**src/rtl/zap_mem_pkg.sv**
```systemverilog
// Shared types for the ZAP memory-align pipe: access sizes, exception bit
// positions and the width-independent sideband fields carried with each entry.
package zap_mem_pkg;

    typedef enum logic [1:0] {
        SZ_BYTE  = 2'd0,
        SZ_HALF  = 2'd1,
        SZ_WORD  = 2'd2,
        SZ_DWORD = 2'd3
    } size_e;

    // Bit positions inside the 5-bit {und, iabt, swi, fiq, irq} vector.
    localparam int EXC_IRQ  = 0;
    localparam int EXC_FIQ  = 1;
    localparam int EXC_SWI  = 2;
    localparam int EXC_IABT = 3;
    localparam int EXC_UND  = 4;

    localparam int EXC_W   = 5;
    localparam int FAULT_W = 2;

    typedef struct packed {
        logic [31:0]        alu_result;
        logic [31:0]        pc_plus_8;
        logic [EXC_W-1:0]   exc;
        logic [FAULT_W-1:0] mem_fault;
        logic               load;
    } mem_side_t;

endpackage

```
**src/rtl/zap_load_align.sv**
```systemverilog
// Combinational load aligner: lane select, ARM misaligned-word rotate and
// zero/sign extension for 32- or 64-bit data paths in either lane order.
module zap_load_align
    import zap_mem_pkg::*;
#(
    parameter int DATA_WDT = 32
) (
    input  logic [DATA_WDT-1:0]           i_data,
    input  logic [$clog2(DATA_WDT/8)-1:0] i_addr,
    input  logic [1:0]                    i_size,
    input  logic                          i_signed,
    input  logic                          i_big_endian,
    input  logic                          i_load,
    input  logic [DATA_WDT-1:0]           i_srcdest,
    output logic [DATA_WDT-1:0]           o_data
);

    localparam int AW = $clog2(DATA_WDT/8);

    logic [AW-1:0] byte_lane;
    logic [AW-2:0] half_lane;
    logic [7:0]    byte_val;
    logic [15:0]   half_val;
    logic [31:0]   word_val;
    logic [31:0]   word_rot;
    logic [4:0]    rot_amt;
    logic [5:0]    rot_inv;

    function automatic logic [DATA_WDT-1:0] ext_byte(input logic [7:0] b, input logic sx);
        return sx ? {{(DATA_WDT-8){b[7]}}, b} : {{(DATA_WDT-8){1'b0}}, b};
    endfunction

    function automatic logic [DATA_WDT-1:0] ext_half(input logic [15:0] h, input logic sx);
        return sx ? {{(DATA_WDT-16){h[15]}}, h} : {{(DATA_WDT-16){1'b0}}, h};
    endfunction

    // On a 64-bit path the word lane comes from a[2], mirrored in big-endian mode.
    if (DATA_WDT == 64) begin : g_word64
        assign word_val = (i_addr[AW-1] ^ i_big_endian) ? i_data[63:32] : i_data[31:0];
    end else begin : g_word32
        assign word_val = i_data[31:0];
    end

    always_comb begin
        byte_lane = i_big_endian ? ~i_addr : i_addr;
        half_lane = i_big_endian ? ~i_addr[AW-1:1] : i_addr[AW-1:1];
        byte_val  = i_data[{byte_lane, 3'b000} +: 8];
        half_val  = i_data[{half_lane, 4'b0000} +: 16];
        rot_amt   = {i_addr[1:0], 3'b000};
        rot_inv   = 6'd32 - {1'b0, rot_amt};
        // Right rotate in LE, left rotate in BE; a shift by 32 yields zero so a=0 passes through.
        if (i_big_endian) begin
            word_rot = (word_val << rot_amt) | (word_val >> rot_inv);
        end else begin
            word_rot = (word_val >> rot_amt) | (word_val << rot_inv);
        end

        o_data = i_srcdest;
        if (i_load) begin
            case (size_e'(i_size))
                SZ_BYTE:  o_data = ext_byte(byte_val, i_signed);
                SZ_HALF:  o_data = ext_half(half_val, i_signed);
                SZ_DWORD: o_data = (DATA_WDT == 64) ? i_data : DATA_WDT'(word_rot);
                default:  o_data = DATA_WDT'(word_rot);
            endcase
        end
    end

endmodule

```
**src/rtl/zap_memory_align_pipe.sv**
```systemverilog
// ZAP memory-stage buffer: DEPTH-entry valid/ready queue between the cache
// stage and writeback, storing load data already aligned at enqueue.
module zap_memory_align_pipe
    import zap_mem_pkg::*;
#(
    parameter int DATA_WDT = 32,
    parameter int FLAG_WDT = 32,
    parameter int PHY_REGS = 46,
    parameter int DEPTH    = 2
) (
    input  logic                          i_clk,
    input  logic                          i_reset,
    input  logic                          i_clear,
    input  logic                          i_big_endian,
    input  logic                          i_valid,
    output logic                          o_ready,
    input  logic                          i_load,
    input  logic [$clog2(DATA_WDT/8)-1:0] i_addr,
    input  logic [1:0]                    i_size,
    input  logic                          i_signed,
    input  logic [DATA_WDT-1:0]           i_rd_data,
    input  logic [DATA_WDT-1:0]           i_srcdest_value,
    input  logic [31:0]                   i_alu_result,
    input  logic [FLAG_WDT-1:0]           i_flags,
    input  logic [$clog2(PHY_REGS)-1:0]   i_dest_index,
    input  logic [$clog2(PHY_REGS)-1:0]   i_mem_index,
    input  logic [31:0]                   i_pc_plus_8,
    input  logic [4:0]                    i_exc,
    input  logic [1:0]                    i_mem_fault,
    output logic                          o_valid,
    input  logic                          i_ready,
    output logic [DATA_WDT-1:0]           o_rd_data,
    output logic [31:0]                   o_alu_result,
    output logic [FLAG_WDT-1:0]           o_flags,
    output logic [$clog2(PHY_REGS)-1:0]   o_dest_index,
    output logic [$clog2(PHY_REGS)-1:0]   o_mem_index,
    output logic [31:0]                   o_pc_plus_8,
    output logic [4:0]                    o_exc,
    output logic [1:0]                    o_mem_fault,
    output logic                          o_load,
    output logic [$clog2(DEPTH+1)-1:0]    o_count
);

    localparam int IDX_W = $clog2(PHY_REGS);
    localparam int PTR_W = (DEPTH > 1) ? $clog2(DEPTH) : 1;
    localparam int CNT_W = $clog2(DEPTH+1);

    typedef struct packed {
        logic [DATA_WDT-1:0] rd_data;
        logic [FLAG_WDT-1:0] flags;
        logic [IDX_W-1:0]    dest_index;
        logic [IDX_W-1:0]    mem_index;
        mem_side_t           side;
    } entry_t;

    logic [DATA_WDT-1:0] aligned_data;
    entry_t              push_entry;
    entry_t              head;
    entry_t              mem_q [DEPTH];
    entry_t              mem_d [DEPTH];
    logic [PTR_W-1:0]    wr_ptr_q, wr_ptr_d;
    logic [PTR_W-1:0]    rd_ptr_q, rd_ptr_d;
    logic [CNT_W-1:0]    count_q, count_d;
    logic                push;
    logic                pop;

    function automatic logic [PTR_W-1:0] ptr_inc(input logic [PTR_W-1:0] p);
        return (p == PTR_W'(DEPTH-1)) ? '0 : p + PTR_W'(1);
    endfunction

    zap_load_align #(
        .DATA_WDT (DATA_WDT)
    ) u_align (
        .i_data       (i_rd_data),
        .i_addr       (i_addr),
        .i_size       (i_size),
        .i_signed     (i_signed),
        .i_big_endian (i_big_endian),
        .i_load       (i_load),
        .i_srcdest    (i_srcdest_value),
        .o_data       (aligned_data)
    );

    always_comb begin
        push_entry                 = '0;
        push_entry.rd_data         = aligned_data;
        push_entry.flags           = i_flags;
        push_entry.dest_index      = i_dest_index;
        push_entry.mem_index       = i_mem_index;
        push_entry.side.alu_result = i_alu_result;
        push_entry.side.pc_plus_8  = i_pc_plus_8;
        push_entry.side.exc        = i_exc;
        push_entry.side.mem_fault  = i_mem_fault;
        push_entry.side.load       = i_load;
    end

    // A same-cycle pop frees the head slot, so a full queue still accepts when i_ready is high.
    assign o_valid = (count_q != '0);
    assign o_ready = (count_q < CNT_W'(DEPTH)) || i_ready;
    assign push    = i_valid && o_ready;
    assign pop     = o_valid && i_ready;

    always_comb begin
        mem_d    = mem_q;
        wr_ptr_d = wr_ptr_q;
        rd_ptr_d = rd_ptr_q;
        count_d  = count_q;
        if (i_clear) begin
            wr_ptr_d = '0;
            rd_ptr_d = '0;
            count_d  = '0;
        end else begin
            if (push) begin
                mem_d[wr_ptr_q] = push_entry;
                wr_ptr_d        = ptr_inc(wr_ptr_q);
            end
            if (pop) begin
                rd_ptr_d = ptr_inc(rd_ptr_q);
            end
            case ({push, pop})
                2'b10:   count_d = count_q + CNT_W'(1);
                2'b01:   count_d = count_q - CNT_W'(1);
                default: count_d = count_q;
            endcase
        end
    end

    // ---- queue state register boundary ----
    always_ff @(posedge i_clk) begin
        if (i_reset) begin
            wr_ptr_q <= '0;
            rd_ptr_q <= '0;
            count_q  <= '0;
        end else begin
            wr_ptr_q <= wr_ptr_d;
            rd_ptr_q <= rd_ptr_d;
            count_q  <= count_d;
        end
    end

    always_ff @(posedge i_clk) begin
        mem_q <= mem_d;
    end

    // Storage is never reset, so the exception and fault outputs are gated by o_valid.
    assign head         = mem_q[rd_ptr_q];
    assign o_rd_data    = head.rd_data;
    assign o_alu_result = head.side.alu_result;
    assign o_flags      = head.flags;
    assign o_dest_index = head.dest_index;
    assign o_mem_index  = head.mem_index;
    assign o_pc_plus_8  = head.side.pc_plus_8;
    assign o_load       = head.side.load;
    assign o_exc        = o_valid ? head.side.exc : '0;
    assign o_mem_fault  = o_valid ? head.side.mem_fault : '0;
    assign o_count      = count_q;

endmodule
```
**config.mk**
```make
export PLATFORM = sky130hd
export DESIGN_NAME = zap_memory_align_pipe
export DESIGN_NICKNAME = d
export VERILOG_FILES = /design/src/rtl/zap_mem_pkg.sv /design/src/rtl/zap_load_align.sv /design/src/rtl/zap_memory_align_pipe.sv
export SDC_FILE = /design/constraint.sdc
export NUM_CORES = 1
export LEC_CHECK = 0
export ABC_AREA = 1
export BUFFER_PORTS_ARGS = -buffer_cell sky130_fd_sc_hd__buf_2
export CAP_MARGIN = 20
export CORE_ASPECT_RATIO = 2
export CORE_MARGIN = 2
export CORE_UTILIZATION = 40
export CTS_BUF_LIST = sky130_fd_sc_hd__clkbuf_8
export DETAILED_ROUTE_END_ITERATION = 10
export PLACE_DENSITY = 0.65
export SETUP_SLACK_MARGIN = 0.15
export SYNTH_ARGS = -nofsm -noshare
export SYNTH_HDL_FRONTEND = slang
export SYNTH_SLANG_ARGS = --single-unit
```
**constraint.sdc**
```tcl
create_clock -name i_clk -period 10.8 [get_ports i_clk]
set_input_delay 0.54 -clock i_clk [delete_from_list [all_inputs] [get_ports i_clk]]
set_output_delay 0.54 -clock i_clk [all_outputs]
set_load 0.02 [all_outputs]
```
-- Word level (Yosys, flattened, before mapping)
Cells that the tools add are included.
- bits in registers: 300
- bits of input ports: 191
- output and inout bits: 152
- word-level logic and storage cells: 73
- add/sub/neg operators: 5
- $lt $le $gt $ge: 4
- equal/unequal tests: 3
- shift-type cells: 6
- muxes and demuxes: 18
- bitwise operators: 7
- reduce and logical (&&, ||, !) cells: 9
- operators by type and width (kind ; number):
    two-way mux 148 bit ; 4
    bitwise mux 296 bit ; 1
    demux 148 bit (select 1 bit) ; 1
    two-way mux 32 bit ; 4
    bitwise OR 32 bit ; 2
    case mux 32 bit (2 select lines) ; 1
    variable part select 32 x 6 -> 16 bit ; 1
    variable part select 32 x 6 -> 8 bit ; 1
    << shifter 32 x 5 -> 32 bit ; 1
    << shifter 32 x 6 -> 32 bit ; 1
    >> shifter 32 x 5 -> 32 bit ; 1
    >> shifter 32 x 6 -> 32 bit ; 1
    subtractor 6 x 5 -> 6 bit (first input constant) ; 1
    two-way mux 5 bit ; 1
    == test 2 x 1 -> 1 bit (second input constant) ; 2
    greater-or-equal comparator 2 bit (second input constant) ; 2
    two-way mux 2 bit ; 2
    inverter 1 -> 2 bit ; 2
    case mux 2 bit (2 select lines) ; 1
    nonzero test 2 bit ; 2
    logical AND 1 bit ; 3
    two-way mux 1 bit ; 3
    adder 1 bit (second input constant) ; 2
    adder 2 x 1 -> 2 bit (second input constant) ; 1
    10 further kinds ; 11

-- Longest topological paths before layout
Gate-level depths: netlist (run 1).
- depth after elaboration: 7
- mapped depth: 15

-- Cells and area by module
From an unflattened synthesis (run 1), not the netlist that was laid out.
- cells, all modules: 1467
- area total of the unflattened synthesis: 13897.1 µm²
- by module, submodules not included (module ; instances ; cells each ; area an instance (µm²)):
    zap_memory_align_pipe ; 1 ; 810 ; 11063.1
    zap_load_align ; 1 ; 657 ; 2834.0

-- Worst setup path after synthesis (run 1)
Ideal clock, no wire load.
- kind: input to register
- from: input i_ready
- to: register mem_q[0] in the netlist's numbering (enable)
- arrival time: 10.891 ns
- required time: 9.964 ns
- slack: -0.927 ns
- cell stages on the path: 4
- buffers on the path: 0
- cells stage by stage: inv_1 nand2_1 nand2_1 nor3_1
- word-level cells in the longest chain between the ends: 3
- RTL lines (what ; line ; source):
    start, declared ; zap_memory_align_pipe.sv:31 ; input logic i_ready,
    logical OR 1 bit ; zap_memory_align_pipe.sv:99 ; assign o_ready = (count_q < CNT_W'(DEPTH)) || i_ready;
    named net o_ready ; zap_memory_align_pipe.sv:16 ; output logic o_ready,
    logical AND 1 bit ; zap_memory_align_pipe.sv:100 ; assign push = i_valid && o_ready;
    AND reduction 2 bit (no source line) ; - ;
    end signal, assigned ; zap_memory_align_pipe.sv:142 ; mem_q <= mem_d;
    end, declared ; zap_memory_align_pipe.sv:59 ; entry_t mem_q [DEPTH];
The timed path passes the listed nets, and every way through them passes these cells.
A chain may end at the register's enable or synchronous reset.

-- Worst setup path after layout (run 1)
- from: register rd_ptr_q
- to: output o_dest_index[2]
- word-level cells in the longest chain between the ends: 4
- RTL lines (what ; line ; source):
    start, declared ; zap_memory_align_pipe.sv:62 ; logic [PTR_W-1:0] rd_ptr_q, rd_ptr_d;
    start signal, assigned ; zap_memory_align_pipe.sv:136 ; rd_ptr_q <= rd_ptr_d;
    inverter 1 -> 2 bit (implied by the code) ; zap_memory_align_pipe.sv:146 ; assign head = mem_q[rd_ptr_q];
    two-way mux 148 bit (implied by the code) (3 in a row) ; zap_memory_align_pipe.sv:146 ;
    end, declared ; zap_memory_align_pipe.sv:35 ; output logic [$clog2(PHY_REGS)-1:0] o_dest_index,
No other way between the ends. The select of a mux whose other input is x is not followed.

==> impl_summary.log, run 1 <==
INFO  metric detail_route.wirelength = roughly 43,000 um
INFO  metric timing_worst_setup_path_type = reg -> out
INFO  metric ctsRootBufferMaster = sky130_fd_sc_hd__clkbuf_8
INFO  metric count_of_pins_on_the_block_boundary = about 340
INFO  metric detail_route.drc_violations = 0
INFO  metric number_of_cells_after_detailed_placement = approximately 2,200
INFO  metric chipWidth = approximately 140 um
INFO  metric chipHeight = around 270 um
INFO  metric maxCapViolations = 0
INFO  metric post_cts_resize_count = 0
INFO  metric async_reset_ff_share = 0%
INFO  metric power-per-cell-area = 152 mW/mm^2
INFO  metric track_usage = 23.2%
INFO  metric final_area = about 0.017 mm^2
INFO  metric critPathMaxFanout = 83
INFO  metric cp.arrival = around 2.9 ns
INFO  metric crit_path_max_cell_delay = between 0.8 and 0.9 ns
INFO  metric setup_viol = 0
INFO  metric worstSetupStartpointType = flip-flop
INFO  metric synth-seq-cells = 300
INFO  metric synth_commonest_cells = sky130_fd_sc_hd__nand2_1 (790), sky130_fd_sc_hd__edfxtp_1 (296), sky130_fd_sc_hd__nor2_1 (81)
INFO  metric cp.buffers_inverters = 3
INFO  metric port_buffer_count = between 300 and 400
INFO  metric detail_route.iter0.violations = between 600 and 700
INFO  metric final.period_utilization = a little under a third
INFO  metric synth_flop_cell = sky130_fd_sc_hd__edfxtp_1
INFO  metric synthesis.area = 0.0137 mm^2
INFO  metric final_routed_wire_length_divided_by_cell_count = 18.8 um
INFO  metric placedInstanceArea = between 0.015 and 0.02 mm^2
INFO  metric placeableCoreArea = about 0.034 mm^2
INFO  metric cp_slowest_cell = sky130_fd_sc_hd__buf_4
INFO  metric synthesis.nets = 1,658
INFO  metric netlist-cell-type-count = 32
INFO  metric rsz_0062_raised_after_global_routing = no
INFO  metric min_delay_worst_type = in -> reg
INFO  metric cts-buffers-inserted = about 40
INFO  metric detailedRoute.firstPassIterationCount = 6
INFO  metric dp_hpwl = approximately 31,000 um
INFO  metric initial_core_util = between 40% and 50%
INFO  metric grt_pass1_wl = between 60,000 and 70,000 um
INFO  metric grt_antenna_before_repair = 7
INFO  metric drv_slew = 0
INFO  metric number_of_enable_flip_flop_cells_after_synthesis = 296
INFO  metric finClkSkew = approximately 0.023 ns
INFO  metric synth_top_area_share = 64.7%
INFO  metric run_status = finished clean
INFO  metric num-nets-final = 1,986
INFO  metric slew_headroom = ~33%
INFO  metric floorplan_die_area = roughly 0.036 mm^2
INFO  metric clkSinkCount = 300
INFO  metric cts_max_path_buffers = 3
INFO  metric average_footprint_of_a_synthesized_cell = 9.38 um^2
INFO  metric route.antenna.remaining_nets = 0
INFO  metric grt_overflow = 0
INFO  metric clock.fmax = slightly below 0.3 GHz
INFO  metric synth_seq_area_share = between 60% and 70%
INFO  metric first_global_vias = 11,200
INFO  metric hold-worst-slack = roughly 0.17 ns
INFO  metric syn_inst = roughly 1,500
INFO  metric fp-row-count = between 90 and 100
INFO  metric post-route-min-period = approximately 3.4 ns
INFO  metric worst_ir_drop_on_vdd = 0.0752 mV
INFO  metric route.vias.total = approximately 11,000
INFO  metric clock_tree_from_tritoncts = done
INFO  metric clk_pin_slew = around 0.07 ns
INFO  metric post-cts-setup-buffers = 0
INFO  metric ys_top_cells_by_area = sky130_fd_sc_hd__edfxtp_1 (65%), sky130_fd_sc_hd__nand2_1 (22%), sky130_fd_sc_hd__nand3_1 (2.5%)
INFO  metric area_growth_syn_to_layout = 21.0%
INFO  metric post-synth-top-area-cell = sky130_fd_sc_hd__edfxtp_1
INFO  metric grt_max_degree = 89
INFO  metric finalNonFillerCells = about 2,300
INFO  metric route.detailed.vias_per_inst = about 5.0
INFO  metric timing.critical_path.max_delay_family = buffers and inverters
INFO  metric power_leakage = 7.60 nW
INFO  metric timing.critical_path.cells = buf_4, buf_4, nand2_1, nand2_1, buf_2
INFO  metric total_of_warnings_raised_by_yosys = 0
INFO  metric synthMostInstantiatedCell = sky130_fd_sc_hd__nand2_1
INFO  metric finalHoldViolCount = 0
INFO  metric finalWeightedCongestion = about 1.0
INFO  metric cts_hold_buf = 0
INFO  metric final_layout_size_suffix_gt1_share = 24.1%
INFO  metric cp_data_required_time = roughly 10 ns
INFO  metric worst_skew_pair_latency = between 0.5 and 0.6 ns
INFO  metric worst_slew_pin_slew = between 1 and 1.5 ns
INFO  metric critical_path.endpoint_type = output port
INFO  metric cts_htree_levels = 2
## final timing paths
| kind | depth (start not counted) | slack (ns) | startpoint | to |
|---|---|---|---|---|
| setup / recovery | 5 | 7.38 | rd_ptr_q$_SDFFE_PP0P_ | o_dest_index[2] |
| hold / removal | 1 | 0.17 | i_flags[22] | mem_q[106]$_DFFE_PP_ |
| setup reg to reg | 5 | 8.21 | o_count[1]$_SDFFE_PP0P_ | mem_q[82]$_DFFE_PP_ |
| hold reg to reg | 2 | 0.54 | wr_ptr_q$_SDFFE_PP0P_ | wr_ptr_q$_SDFFE_PP0P_ |
## sequential cells by signal (all words and copies together) (netlist names)
name,count
wr_ptr_q,1
mem_q,296
rd_ptr_q,1
o_count,2
## logic make-up after synthesis
family | count (synthesis) | synth area share (%)
xor+xnor | 1 | 0.0637
buf+inv | 119 | 3.64
fa+ha+maj | 2 | 0.182
compound gates | 63 | 2.54
simple gates | 980 | 28.3
flops | 300 | 65.3
## cell usage in the layout, fill, tap and decap left out, types with 4 or more instances in the layout
cell,instances
sky130_fd_sc_hd__inv_1,50
sky130_fd_sc_hd__nand3b_1,8
sky130_fd_sc_hd__o22ai_1,8
sky130_fd_sc_hd__nand3_1,70
sky130_fd_sc_hd__diode_2,7
sky130_fd_sc_hd__nor3_1,8
sky130_fd_sc_hd__buf_4,13
sky130_fd_sc_hd__a21oi_1,42
sky130_fd_sc_hd__buf_2,342
sky130_fd_sc_hd__clkbuf_8,42
sky130_fd_sc_hd__o211ai_1,8
sky130_fd_sc_hd__nand2_1,790
sky130_fd_sc_hd__clkinv_2,8
sky130_fd_sc_hd__nand2_4,4
sky130_fd_sc_hd__or2_2,9
sky130_fd_sc_hd__edfxtp_1,296
sky130_fd_sc_hd__nor2_1,81
sky130_fd_sc_hd__clkinv_1,11
## per-layer routing
layer  vias up  track usage (%)  wire [um]
li1       5471                -          -
met1      5231             22.3      13900
met2       435             43.7      23200
met3       140             3.18       2180
met4         0             17.2       3360
met5         -                0          0
## final cells by class
type	count	area [um^2]
clock inverter	32	226
antenna	7	17.5
fill	3287	17500
tap	441	552
multi-input combinational	1046	4290
clock buffer	42	578
inverter	49	189
sequential	300	8970
timing repair buffer	355	1810
## through the flow
step | setup slack, ns | total power (W) | setup TNS (ns) | utilization (%)
6_report | 7.38 | 0.00253 | 0 | 48.7
2_1_floorplan | -0.927 | 0.00157 | -274.49 | -
4_1_cts | 7.38 | 0.00256 | 0 | 48.7
3_5_place_dp | 7.07 | 0.00170 | 0 | 46.3
3_3_place_gp | 7.13 | 0.00170 | 0 | 46.3
5_1_grt | 7.22 | 0.00264 | 0 | 48.7
## report_power, final
group / switching (W) / internal (W) / total, W
Clock: 0.000414 / 0.000439 / 0.000854
Sequential: 0.00000836 / 0.00133 / 0.00133
Combinational: 0.000242 / 0.000105 / 0.000347
No activity file was read; power rests on OpenSTA's default activity.
==> run 2: changes to the inputs <==
--- a/config.mk
+++ b/config.mk
@@ -5,7 +5,7 @@
 export SDC_FILE = /design/constraint.sdc
 export NUM_CORES = 1
 export LEC_CHECK = 0
-export ABC_AREA = 1
+export ABC_AREA = 0
 export BUFFER_PORTS_ARGS = -buffer_cell sky130_fd_sc_hd__buf_2
 export CAP_MARGIN = 20
 export CORE_ASPECT_RATIO = 2
@@ -13,7 +13,7 @@
 export CORE_UTILIZATION = 40
 export CTS_BUF_LIST = sky130_fd_sc_hd__clkbuf_8
 export DETAILED_ROUTE_END_ITERATION = 10
-export PLACE_DENSITY = 0.65
+export PLACE_DENSITY = 0.66
 export SETUP_SLACK_MARGIN = 0.15
 export SYNTH_ARGS = -nofsm -noshare
 export SYNTH_HDL_FRONTEND = slang
==> constraint.sdc (replaced) <==
create_clock -name i_clk -period 3.1 [get_ports i_clk]
set_input_delay 0.155 -clock i_clk [delete_from_list [all_inputs] [get_ports i_clk]]
set_output_delay 0.155 -clock i_clk [all_outputs]
set_load 0.02 [all_outputs]
==> impl_summary.log, run 2 <==
INFO  metric clk_pin_slew = 0.06 ns (about the same)
INFO  metric placedInstanceArea = 0.0151 mm^2 (-4.4%)
INFO  metric synthesis.nets = 982 (-41%)
INFO  metric cp.arrival = 2.16 ns (-0.72 ns)
INFO  metric power_leakage = 6.56 nW (-14%)
INFO  metric worstSetupStartpointType = flip-flop
INFO  metric rsz_0062_raised_after_global_routing = no
INFO  metric synth_seq_area_share = 70.2% (+4.9 points)
INFO  metric grt_antenna_before_repair = 7 (unchanged)
INFO  metric post-route-min-period = 2.31 ns
INFO  metric most-common-layout-cells = sky130_fd_sc_hd__buf_2 (342), sky130_fd_sc_hd__edfxtp_1 (296), sky130_fd_sc_hd__dlygate4sd3_1 (143)
INFO  metric route.antenna.remaining_nets = 0 (unchanged)
INFO  metric worst_slew_pin_slew = 0.814 ns (-0.193 ns)
INFO  metric min_delay_worst_type = in -> reg
INFO  metric floorplan_die_area = 0.0335 mm^2 (-6.9%)
INFO  metric count_of_pins_on_the_block_boundary = 343 (unchanged)
INFO  metric synth-seq-cells = 300 (unchanged)
INFO  metric first_global_vias = 9,821 (-12%)
INFO  metric route.vias.total = 8,985 (-20%)
INFO  metric synthMostInstantiatedCell = sky130_fd_sc_hd__edfxtp_1
INFO  metric initial_core_util = 40.5% (+0.22 points)
INFO  metric power-per-cell-area = 500 mW/mm^2 (+230%)
INFO  metric finalHoldViolCount = 0 (unchanged)
INFO  metric ctsRootBufferMaster = sky130_fd_sc_hd__clkbuf_8
INFO  metric layout_commonest_cell = sky130_fd_sc_hd__buf_2
INFO  metric chipHeight = 257 um (-3.5%)
INFO  metric cts_max_path_buffers = 3 (unchanged)
INFO  metric clock.fmax = roughly 0.43 GHz
INFO  metric pre_cts_slack = 0.422 ns (-6.65 ns)
INFO  metric worst_skew_pair_latency = 0.54 ns (about the same)
INFO  metric num-nets-final = 1,489 (-25%)
INFO  metric post-synth-top-area-cell = sky130_fd_sc_hd__edfxtp_1
INFO  metric num-fill-cells = 2,714 (-17%)
INFO  metric timing_worst_setup_path_type = reg -> out
INFO  metric placeableCoreArea = 0.0315 mm^2 (-7.5%)
INFO  metric post-cts-setup-buffers = 0 (unchanged)
INFO  metric clock_tree_from_tritoncts = done
INFO  metric cts_htree_levels = 2 (unchanged)
INFO  metric critPathMaxFanout = 37 (-55%)
INFO  metric drv_slew = 0 (unchanged)
INFO  metric cts-buffers-inserted = 41 (unchanged)
INFO  metric final.period_utilization = about three quarters
INFO  metric cp_data_required_time = 2.94 ns (-7.32 ns)
INFO  metric syn_inst = 789 (-46%)
INFO  metric port_buffer_count = 342 (unchanged)
INFO  metric ys_top_cells_by_area = sky130_fd_sc_hd__edfxtp_1 (70%), sky130_fd_sc_hd__mux2_2 (12%), sky130_fd_sc_hd__mux2i_1 (3.7%)
INFO  metric setup_viol = 0 (unchanged)
INFO  metric maxCapViolations = 0 (unchanged)
INFO  metric post_cts_resize_count = 0 (unchanged)
INFO  metric worst_slack = 0.786 ns (-6.59 ns)
INFO  metric detail_route.iter0.violations = 454 (-26%)
INFO  metric finalWeightedCongestion = 1.01 (+0.30%)
INFO  metric worst_ir_drop_on_vdd = 0.435 mV (+480%)
INFO  metric final_layout_size_suffix_gt1_share = 43.5% (+19 points)
INFO  metric synth_flop_cell = sky130_fd_sc_hd__edfxtp_1
INFO  metric final_routed_wire_length_divided_by_cell_count = 21.5 um (+14%)
INFO  metric largest_register_ffs = 296 (unchanged)
INFO  metric synthesis.area = 0.0128 mm^2 (-7.0%)
INFO  metric detail_route.wirelength = 37,800 um (-11%)
INFO  metric detailedRoute.firstPassIterationCount = 5 (-1)
INFO  metric grt_max_degree = 86 (-3.4%)
INFO  metric dp_hpwl = 26,900 um (-14%)
INFO  metric final_area = 0.0173 mm^2 (+4.1%)
INFO  metric grt_overflow = 0 (unchanged)
INFO  metric critical_path.endpoint_type = output port
INFO  metric fp-row-count = 92 (-4.2%)
INFO  metric track_usage = 22.1% (-1.0 points)
INFO  metric average_footprint_of_a_synthesized_cell = 16.2 um^2 (+73%)
INFO  metric grt_pass1_wl = 54,900 um (-12%)
INFO  metric clkSinkCount = 300 (unchanged)
INFO  metric number_of_enable_flip_flop_cells_after_synthesis = 296 (unchanged)
INFO  metric slew_headroom = 45.7% (+13 points)
INFO  metric fin_tns_setup = 0 ns (unchanged)
INFO  metric synth_top_area_share = 69.6% (+4.9 points)
INFO  metric route.detailed.vias_per_inst = 5.11 (+3.0%)
INFO  metric total_of_warnings_raised_by_yosys = 0 (unchanged)
INFO  metric async_reset_ff_share = 0% (unchanged)
INFO  metric synth_commonest_cells = sky130_fd_sc_hd__edfxtp_1 (296), sky130_fd_sc_hd__mux2_2 (141), sky130_fd_sc_hd__mux2i_1 (47)
INFO  metric detail_route.drc_violations = 0 (unchanged)
INFO  metric area_growth_syn_to_layout = 35.5%
INFO  metric hold-worst-slack = 0.0477 ns (-0.126 ns)
INFO  metric run_status = finished clean
INFO  metric largest_register = mem_q
INFO  metric finClkSkew = 0.0145 ns (-0.00842 ns)
INFO  metric netlist-cell-type-count = 46 (+44%)
INFO  metric chipWidth = 130 um (-3.5%)
-- run 2: cell count changes after synthesis, moves of 13 or more --
cell                       change
sky130_fd_sc_hd__nand2_1     -749
sky130_fd_sc_hd__clkbuf_1     -17
sky130_fd_sc_hd__nand3_1      -70
sky130_fd_sc_hd__nand2b_1     +13
sky130_fd_sc_hd__a221oi_1     +14
sky130_fd_sc_hd__mux2i_1      +47
sky130_fd_sc_hd__nor2_1       -36
sky130_fd_sc_hd__inv_1        -42
sky130_fd_sc_hd__mux2_2      +141
-- run 2: power breakdown --
| group | switching (W) | leakage, nW | internal [W] |
|---|---|---|---|
| sequential | 0.0000333 | 2.75 | 0.00462 |
| combinational | 0.000713 | 3.37 | 0.000531 |
| clock | 0.00140 | 0.432 | 0.00135 |
| total | 0.00215 | 6.56 | 0.00650 |
-- run 2: cell type report --
cell class              count  area (um^2)  share of cell area [%]
multi-input cells         444         3650                    21.1
clock buffers              42          578                    3.34
flip-flops and latches    300         8980                    51.9
inverters                   3         11.3                  0.0651
diodes                      8         20.0                   0.116
clock inverters            31          163                   0.940
well taps                 423          529                    3.06
repair buffers            506         3380                    19.5
-- run 2: path summary, 6_finish.rpt --
kind	from	cells after the start	to	slack [ns]
max	rd_ptr_q$_SDFFE_PP0P_	3	o_rd_data[26]	0.79
min	i_srcdest_value[12]	3	mem_q[128]$_DFFE_PP_	0.05
max reg2reg	o_count[1]$_SDFFE_PP0P_	8	o_count[1]$_SDFFE_PP0P_	0.79
min reg2reg	o_count[0]$_SDFFE_PP0P_	2	o_count[0]$_SDFFE_PP0P_	0.61
-- run 2: metal layers --
metal  global-route usage [%]  part of all wire (%)
met1                     20.5                    31
met2                     42.1                    56
met3                     3.69                   5.2
met4                     15.5                   7.1
met5                        0                 0.034
-- run 2: logic make-up (layout without fill, tap and decap cells) --
logic type,count (synthesis),count (layout),share of synthesized area [%]
AOI/OAI and AO/OA,125,125,7.01
xor gates and xnor gates,8,8,0.695
buffers and inverters,45,582,1.50
DFF,300,300,70.2
and+or+nand+nor,121,121,4.29
adders and majority gates,2,2,0.196
other,0,8,0
muxes,188,188,16.1
-- run 2: timing repair --
action	4_1_cts	5_1_grt
endpoints found under the hold margin	282	0
hold buffers	143	0
endpoints found under the setup margin	0	0
-- run 2: worst max-delay path, cell delays in order (launching register included) --
cell,delay [ns]
sky130_fd_sc_hd__dfxtp_4,0.72
sky130_fd_sc_hd__buf_4,0.36
sky130_fd_sc_hd__mux2_2,0.37
sky130_fd_sc_hd__buf_2,0.16
-- run 2: through the flow --
step / util [%] / cells / total power, W
6_report: 54.9 / 1757 / 0.00865
5_1_grt: 54.8 / 1754 / 0.00899
4_1_cts: 54.8 / 1749 / 0.00875
3_5_place_dp: 47.9 / 1533 / 0.00583
3_3_place_gp: 47.9 / 1533 / 0.00581
2_1_floorplan: - / 789 / 0.00536
